[config.mk]
export PLATFORM = sky130hd
export DESIGN_NAME = fp16_norm_arbiter
export DESIGN_NICKNAME = d
export VERILOG_FILES = /design/src/rtl/fp16_norm_arbiter.sv
export SDC_FILE = /design/constraint.sdc
export NUM_CORES = 1
export LEC_CHECK = 0
export CORE_ASPECT_RATIO = 0.8
export CORE_MARGIN = 2
export CORE_UTILIZATION = 38
export DETAILED_ROUTE_END_ITERATION = 8
export GPL_TIMING_DRIVEN = 0
export PLACE_DENSITY = 0.72
export SLEW_MARGIN = 30
export SYNTH_ARGS = -nofsm -noshare
export SYNTH_HDL_FRONTEND = slang
export SYNTH_SLANG_ARGS = --single-unit
[constraint.sdc]
create_clock -name CLK -period 2.6 [get_ports CLK]
set_input_delay 0.65 -clock CLK [delete_from_list [all_inputs] [get_ports CLK]]
set_output_delay 0.65 -clock CLK [all_outputs]
set_load 0.03 [all_outputs]
[src/rtl/fp16_norm_arbiter.sv]
// Shared iterative normalizer for two FP requesters (adder A, multiplier B).
// Round-robin grant in IDLE, one normalization step per cycle, valid/ready result port.
module fp16_norm_arbiter #(
  parameter int MB = 11,
  parameter int EB = 5
) (
  input  logic          CLK,
  input  logic          RST,
  input  logic          A_VALID,
  output logic          A_READY,
  input  logic          A_SIGN,
  input  logic [EB-1:0] A_EXP,
  input  logic [MB:0]   A_MANT,
  input  logic          B_VALID,
  output logic          B_READY,
  input  logic          B_SIGN,
  input  logic [EB-1:0] B_EXP,
  input  logic [MB:0]   B_MANT,
  output logic          OUT_VALID,
  input  logic          OUT_READY,
  output logic          OUT_SIGN,
  output logic [EB-1:0] OUT_EXP,
  output logic [MB-1:0] OUT_MANT,
  output logic          OUT_ID,
  output logic          OUT_OVF,
  output logic          BUSY
);

  typedef enum logic [1:0] {
    IDLE = 2'd0,
    NORM = 2'd1,
    DONE = 2'd2
  } state_t;

  localparam logic [EB:0] E_ONE = {{EB{1'b0}}, 1'b1};
  localparam logic [EB:0] E_MAX = {1'b0, {EB{1'b1}}};

  state_t        state_r, state_s;
  logic          last_id_r, last_id_s;
  logic          sign_r, sign_s;
  logic          id_r, id_s;
  logic [MB:0]   mant_r, mant_s;
  logic [EB:0]   e_r, e_s;
  logic          busy_r, busy_s;
  logic          out_valid_r, out_valid_s;
  logic          out_sign_r, out_sign_s;
  logic [EB-1:0] out_exp_r, out_exp_s;
  logic [MB-1:0] out_mant_r, out_mant_s;
  logic          out_id_r, out_id_s;
  logic          out_ovf_r, out_ovf_s;

  logic          grant_b_s;
  logic          a_ready_s, b_ready_s;
  logic          sel_sign_s;
  logic [EB-1:0] sel_exp_s;
  logic [MB:0]   sel_mant_s;
  logic [EB:0]   e_inc_s;
  logic          norm_fin_s;
  logic          norm_ovf_s;
  logic [EB-1:0] norm_exp_s;
  logic [MB-1:0] norm_mant_s;

  // Round-robin grant: on a tie the requester not served last wins.
  always_comb begin
    grant_b_s  = B_VALID && (!A_VALID || !last_id_r);
    a_ready_s  = (state_r == IDLE) && A_VALID && !grant_b_s;
    b_ready_s  = (state_r == IDLE) && grant_b_s;
    sel_sign_s = grant_b_s ? B_SIGN : A_SIGN;
    sel_exp_s  = grant_b_s ? B_EXP  : A_EXP;
    sel_mant_s = grant_b_s ? B_MANT : A_MANT;
  end

  // One normalization step: decide whether this cycle finalizes and what it produces.
  always_comb begin
    e_inc_s     = e_r + E_ONE;
    norm_fin_s  = 1'b1;
    norm_ovf_s  = 1'b0;
    norm_exp_s  = {EB{1'b0}};
    norm_mant_s = {MB{1'b0}};
    if (mant_r[MB]) begin
      if (e_inc_s == E_MAX) begin
        norm_exp_s  = {EB{1'b1}};
        norm_mant_s = {MB{1'b0}};
        norm_ovf_s  = 1'b1;
      end else begin
        norm_exp_s  = e_inc_s[EB-1:0];
        norm_mant_s = mant_r[MB:1];
      end
    end else if (mant_r == {(MB+1){1'b0}}) begin
      norm_exp_s  = {EB{1'b0}};
      norm_mant_s = {MB{1'b0}};
    end else if (mant_r[MB-1]) begin
      norm_exp_s  = e_r[EB-1:0];
      norm_mant_s = mant_r[MB-1:0];
    end else if (e_r == E_ONE) begin
      // Exponent floor reached without a hidden bit: emit as subnormal.
      norm_exp_s  = {EB{1'b0}};
      norm_mant_s = mant_r[MB-1:0];
    end else begin
      norm_fin_s = 1'b0;
    end
  end

  // Next-state and next-register logic for the IDLE/NORM/DONE controller.
  always_comb begin
    state_s     = state_r;
    last_id_s   = last_id_r;
    sign_s      = sign_r;
    id_s        = id_r;
    mant_s      = mant_r;
    e_s         = e_r;
    out_valid_s = out_valid_r;
    out_sign_s  = out_sign_r;
    out_exp_s   = out_exp_r;
    out_mant_s  = out_mant_r;
    out_id_s    = out_id_r;
    out_ovf_s   = out_ovf_r;
    case (state_r)
      IDLE: begin
        if (a_ready_s || b_ready_s) begin
          state_s   = NORM;
          sign_s    = sel_sign_s;
          mant_s    = sel_mant_s;
          id_s      = grant_b_s;
          last_id_s = grant_b_s;
          e_s       = (sel_exp_s == {EB{1'b0}}) ? E_ONE : {1'b0, sel_exp_s};
        end else begin
          state_s = IDLE;
        end
      end
      NORM: begin
        if (norm_fin_s) begin
          state_s     = DONE;
          out_valid_s = 1'b1;
          out_sign_s  = sign_r;
          out_id_s    = id_r;
          out_exp_s   = norm_exp_s;
          out_mant_s  = norm_mant_s;
          out_ovf_s   = norm_ovf_s;
        end else begin
          mant_s = {mant_r[MB-1:0], 1'b0};
          e_s    = e_r - E_ONE;
        end
      end
      DONE: begin
        if (OUT_READY) begin
          state_s     = IDLE;
          out_valid_s = 1'b0;
        end else begin
          state_s = DONE;
        end
      end
      default: begin
        state_s = IDLE;
      end
    endcase
    busy_s = (state_s != IDLE);
  end

  // State and datapath registers; reset aborts any job in flight.
  always_ff @(posedge CLK or posedge RST) begin
    if (RST) begin
      state_r     <= IDLE;
      last_id_r   <= 1'b1;
      sign_r      <= 1'b0;
      id_r        <= 1'b0;
      mant_r      <= {(MB+1){1'b0}};
      e_r         <= {(EB+1){1'b0}};
      busy_r      <= 1'b0;
      out_valid_r <= 1'b0;
      out_sign_r  <= 1'b0;
      out_exp_r   <= {EB{1'b0}};
      out_mant_r  <= {MB{1'b0}};
      out_id_r    <= 1'b0;
      out_ovf_r   <= 1'b0;
    end else begin
      state_r     <= state_s;
      last_id_r   <= last_id_s;
      sign_r      <= sign_s;
      id_r        <= id_s;
      mant_r      <= mant_s;
      e_r         <= e_s;
      busy_r      <= busy_s;
      out_valid_r <= out_valid_s;
      out_sign_r  <= out_sign_s;
      out_exp_r   <= out_exp_s;
      out_mant_r  <= out_mant_s;
      out_id_r    <= out_id_s;
      out_ovf_r   <= out_ovf_s;
    end
  end

  assign A_READY   = a_ready_s;
  assign B_READY   = b_ready_s;
  assign BUSY      = busy_r;
  assign OUT_VALID = out_valid_r;
  assign OUT_SIGN  = out_sign_r;
  assign OUT_EXP   = out_exp_r;
  assign OUT_MANT  = out_mant_r;
  assign OUT_ID    = out_id_r;
  assign OUT_OVF   = out_ovf_r;

endmodule

---- After elaboration in Yosys (flattened, before gate mapping) ----
Index checks and enable logic that the tools add are counted.
operators by class
  reduce and logical (&&, ||, !) cells .... 19
  mux-type cells .......................... 32
  magnitude comparators ................... 0
  multiply operators ...................... 0
  add/sub/neg operators ................... 2
  eq/ne operators ......................... 8
  bitwise operators ....................... 0
  shifts and indexed selects .............. 0
  div/mod/pow operators ................... 0
operators by type and width
  cell                                                                count
  11-bit 2-to-1 mux                                                   4
  12-bit 2-to-1 mux                                                   3
  5-bit 2-to-1 mux                                                    6
  12-bit one-hot mux with 2 select lines                              1
  12-bit logical NOT                                                  1
  6-bit 2-to-1 mux                                                    2
  6-bit one-hot mux with 2 select lines                               1
  1-bit 2-to-1 mux                                                    10
  10-bit 2-to-1 mux                                                   1
  6-bit by 1-bit adder with 6-bit output, second input constant       1
  6-bit by 1-bit == test with 1-bit output, second input constant     1
  6-bit by 5-bit == test with 1-bit output, second input constant     1
  2-bit inequality test, second input constant                        3
  2-bit one-hot mux with 3 select lines                               1
  3-bit AND reduction                                                 2
  2-bit nonzero test                                                  3
  6-bit by 1-bit subtractor with 6-bit output, second input constant  1
  5-bit logical NOT                                                   1
  1-bit logical AND                                                   4
  2-bit 2-to-1 mux                                                    2
  2-bit AND reduction                                                 2
  1-bit logical NOT                                                   3
  2-bit by 1-bit == test with 1-bit output, second input constant     1
  2-bit == test, second input constant                                1
  4 further kinds                                                     5
word-level totals
  input bits .............................. 41
  output and inout port bits .............. 23
  bits in latches ......................... 0
  register bits after elaboration ......... 44
  logic and storage cells ................. 74
  RAM bits ................................ 0
  memory bits (read-only) ................. 0
  memories ................................ 0

---- Longest topological paths before layout ----
  depth after elaboration ................. 9
  mapped depth ............................ 8
  depth with buffers taken out ............ 7

---- Worst setup path before layout ----
Ideal clock, no wire load.
  path kind ............................... input to output
  from .................................... in B_VALID
  to ...................................... out B_READY
  arrival time ............................ 1.520 ns
  buffers on the path ..................... 1
  stages .................................. 3
  setup slack ............................. 0.430 ns
  required time ........................... 1.950 ns
  cell sequence ........................... a21boi_1 -> buf_2 -> and2_1
between the ends
  longest elaborated chain between the ends .. 2
ends and longest elaborated chain
  item               RTL line  source
  from (decl)        14        input logic B_VALID,
  1-bit logical AND  65        grant_b_s = B_VALID && (!A_VALID || !last_id_r);
  1-bit logical AND  67        b_ready_s = (state_r == IDLE) && grant_b_s;
  to (decl)          15        output logic B_READY,
Every way passes these cells.

---- Worst setup path in the final report ----
Ends and elaborated chain as after synthesis.

==> flow_summary.toml <==
[run_status]
status = "completed"

[logic_synthesis]
synth.net_count = 312
synth_async_sr_flop_share_pct = 100
yosys.area.top_type = "sky130_fd_sc_hd__dfrtp_1"
netlist_top_cells_area = "sky130_fd_sc_hd__dfrtp_1 42%, sky130_fd_sc_hd__nor2_1 6.5%, sky130_fd_sc_hd__mux2i_1 5.5%"
yosys_warnings = 0
synthesis.area_um2 = 2540
synth_sequential_area_ratio_pct = 43.3
synth_enable_flop_cells = 0
synthDominantCellAreaShare_pct = 42.3
postSynthCellCount = 267
ys_ff_latch = 44
synth_cell_type_count = 52
ys_flop_type = "sky130_fd_sc_hd__dfrtp_1"
synthesis.area_per_instance_um2 = 9.53

[detailed_routing]
drcViolationCount = 0
number_of_vias_per_cell_after_detailed_routing = 5.11
routed_wl_um = 5930
wire_per_inst_um = 13.8
route.vias.total = 2191
drt_first_iter_violations = 97
drt_pass1_iterations = 4
detail-route-antenna-nets = 0

[power]
finalPower_mw = 4.49
vdd_drop_max_mv = 0.575
power_density_nw_per_um2 = 1290
power.leakage_nw = 1.44

[setup_path]
setup.worst_path.end_class = "output port"
regToRegStartpoint = "e_r[1]"
worstPathCellList = "clkdlybuf4s50_1, a21boi_4, buf_6, and2_1, buf_4"
critPathBufInv = 3
critical_path_peak_fanout = 7
worst_ep_arrival_time_ns = 1.90
critPathLaunch = "B_VALID"
setup.worst_path.start_class = "primary input"
crit_type = "primary input to output port"
delay_contributed_by_the_slowest_stage_of_the_critical_path_ns = 0.53
cpLargestDelayFamily = "buffers and inverters"
worst_ep_required_time_ns = 1.95
critical-path-slowest-cell = "sky130_fd_sc_hd__clkdlybuf4s50_1"

[cells_and_area]
finish.instance_area_um2 = 3490
number_of_standard_cells_in_the_final_layout_excluding_fillers = 429
nets = 389
antennaDiodeCount = 0
num-fill-cells = 591
areaGrowthSynthToFinish_pct = 37.0
multi_input_area_um2 = 1330
final_layout_size_suffix_gt1_share_pct = 16.8
register_area_um2 = 1100

[timing]
worstMarginPinSlew_ns = 0.496
final_report_max_slew_violation_count = 0
finalHoldViolCount = 0
layout_min_cycle_time_ns = 2.55
setup_violations = 0
max_freq_mhz = 392
min_period_over_period_pct = 98.2
relSlewSlack_pct = 66.7
clock_skews_ns = 0.00369

[placement]
post-place-cells = 415
detailed_placement_hpwl_um = 4550
port_buffers = 63
place_congestion = 0.853
postPlaceCellArea_um2 = 3310

[floorplan]
dieHeight_um = 77.2
die_area_um2 = 7370
core-area_um2 = 6440
dieWidth_um = 95.5
start_util_pct = 39.5
core.rowCount = 26
top_level_ports = 64

[clocking]
clk_latency_ns = 0.31
clock_sink_count = 44
clk_root_buf = "sky130_fd_sc_hd__clkbuf_8"
cts_htree_levels = 2
cts_buffers = 5
cts-root-to-sink-buffers = 2
tritoncts = "yes"
clk_transition_reported_paths_ns = 0.09

[grt]
grt_usage_pct = 17.2
first_global_vias = 2118
overflow = 0
grt_pass1_wl_um = 10000
grt_antenna_before_repair = 0
grt_start_max_net_pins = 25

[min_path]
worst_min_delay_path_startpoint = "sign_r"
holdCritPathClass = "flip-flop to flip-flop"

[run]
timing.max_cap.violations = 0
tightest hold or removal path: cells and delay by family, from the launching register on:
family,cells,cell delay [ns]
flops,1,0.35
simple gates,1,0.05
compound gates,1,0.06
layer usage:
layer | track usage [%] | wire length [um] | vias up
li1 | - | - | 1103
met1 | 26.8 | 3020 | 1013
met2 | 24.0 | 2500 | 68
met3 | 3.44 | 355 | 7
met4 | 4.29 | 57 | 0
met5 | 0 | 0 | -
worst paths after layout:
| check | end | slack (ns) | cells past startpoint |
|---|---|---|---|
| setup reg to reg | e_r[0] | 0.54 | 6 |
| hold reg to reg | sign_r | 0.49 | 2 |
| hold / removal | sign_r | 0.49 | 2 |
| setup / recovery | B_READY | 0.05 | 5 |
| min in group asynchronous | OUT_MANT[5] | 0.68 | 2 |
| max in group asynchronous | last_id_r | 1.37 | 3 |
report_power, final:
| part | switching (mW) | internal, mW |
|---|---|---|
| Sequential | 0.305 | 1.03 |
| Clock | 0.254 | 0.289 |
| Combinational | 1.49 | 1.12 |
cell usage in the layout (no fill, tap or decap), drive strengths merged, types with 2 or more instances in the layout:
master and count:
a21o 2, a21boi 2, dfrtp 43, nand4 2
ha 4, a21oi 32, nand2b 3, nand2 25
xor2 2, inv 5, mux2i 14, a211oi 3
nor3 3, nor4 4, o22ai 3, nand3 6
nor2 44, and2 2, mux2 4, a22oi 9
o21ai 18, a31oi 3, a221oi 2, xnor2 2
clkdlybuf4s50 60, nor2b 4, clkbuf 9, buf 19
flip-flops by register name (all words and copies together), names as in the netlist:
signal,count
OUT_SIGN,1
e_r,6
OUT_EXP,5
OUT_MANT,11
mant_r,12
sign_r,1
OUT_VALID,1
id_r,1
OUT_ID,1
state_r,2
last_id_r,1
OUT_OVF,1
BUSY,1
metrics by stage:
| stage | TNS, ns | utilization, % | worst slack, ns | hold slack (ns) |
|---|---|---|---|---|
| floorplan | 0 | - | 0.430 | 0.444 |
| global placement | -1.28 | 50.9 | -0.730 | 0.457 |
| detailed placement | -1.30 | 51.4 | -0.736 | 0.466 |
| CTS | 0 | 53.4 | 0.00447 | 0.486 |
| global route | -0.00608 | 54.1 | -0.00608 | 0.509 |
| finish | 0 | 54.1 | 0.0473 | 0.485 |
area by class of cell:
class,instances,area share [%]
flip-flops and latches,44,31.6
multi-input cells,204,38.0
plain buffers,15,3.41
clock buffers,5,1.97
repair buffers,70,20.2
well taps,84,3.01
clock inverters,3,1.33
inverters,4,0.431
cell families (layout without fill, tap and decap cells):
kind of cell	Yosys count	in the layout	synth area share, %
xor gates and xnor gates	4	4	1.38
muxes	18	18	7.28
and+or+nand+nor	98	98	18.3
DFF	44	44	43.3
adders and majority gates	4	4	1.97
buffers and inverters	19	97	5.01
AOI/OAI and AO/OA	80	80	22.7
timing repair:
item / 4_1_cts / 5_1_grt
hold endpoints to repair: 0 / 0
endpoints found under the setup margin: 2 / 2
hold buffers: 0 / 0
buffers inserted: 0 / 6
gates resized for setup: 13 / 1
Yosys cell counts (2+ instances only):
master,instances
sky130_fd_sc_hd__mux2_2,4
sky130_fd_sc_hd__o21ai_1,3
sky130_fd_sc_hd__nor2_1,44
sky130_fd_sc_hd__a221oi_1,2
sky130_fd_sc_hd__inv_1,4
sky130_fd_sc_hd__nand4_1,2
sky130_fd_sc_hd__ha_1,4
sky130_fd_sc_hd__nand2b_1,2
sky130_fd_sc_hd__nor2b_1,4
sky130_fd_sc_hd__xor2_1,2
sky130_fd_sc_hd__a211oi_1,3
sky130_fd_sc_hd__a31oi_1,2
sky130_fd_sc_hd__a22oi_1,9
sky130_fd_sc_hd__a21oi_1,18
sky130_fd_sc_hd__a21oi_2,13
sky130_fd_sc_hd__nand2_1,25
sky130_fd_sc_hd__nor3_1,2
sky130_fd_sc_hd__nor4_1,3
sky130_fd_sc_hd__mux2i_1,14
sky130_fd_sc_hd__nand3_1,5
sky130_fd_sc_hd__o21ai_0,14
sky130_fd_sc_hd__o22ai_1,3
sky130_fd_sc_hd__xnor2_1,2
sky130_fd_sc_hd__and2_1,2
sky130_fd_sc_hd__dfrtp_1,43
sky130_fd_sc_hd__buf_2,5
sky130_fd_sc_hd__a21o_1,2
sky130_fd_sc_hd__buf_6,4
sky130_fd_sc_hd__clkbuf_1,4
Power figures use the tool's default switching activity.
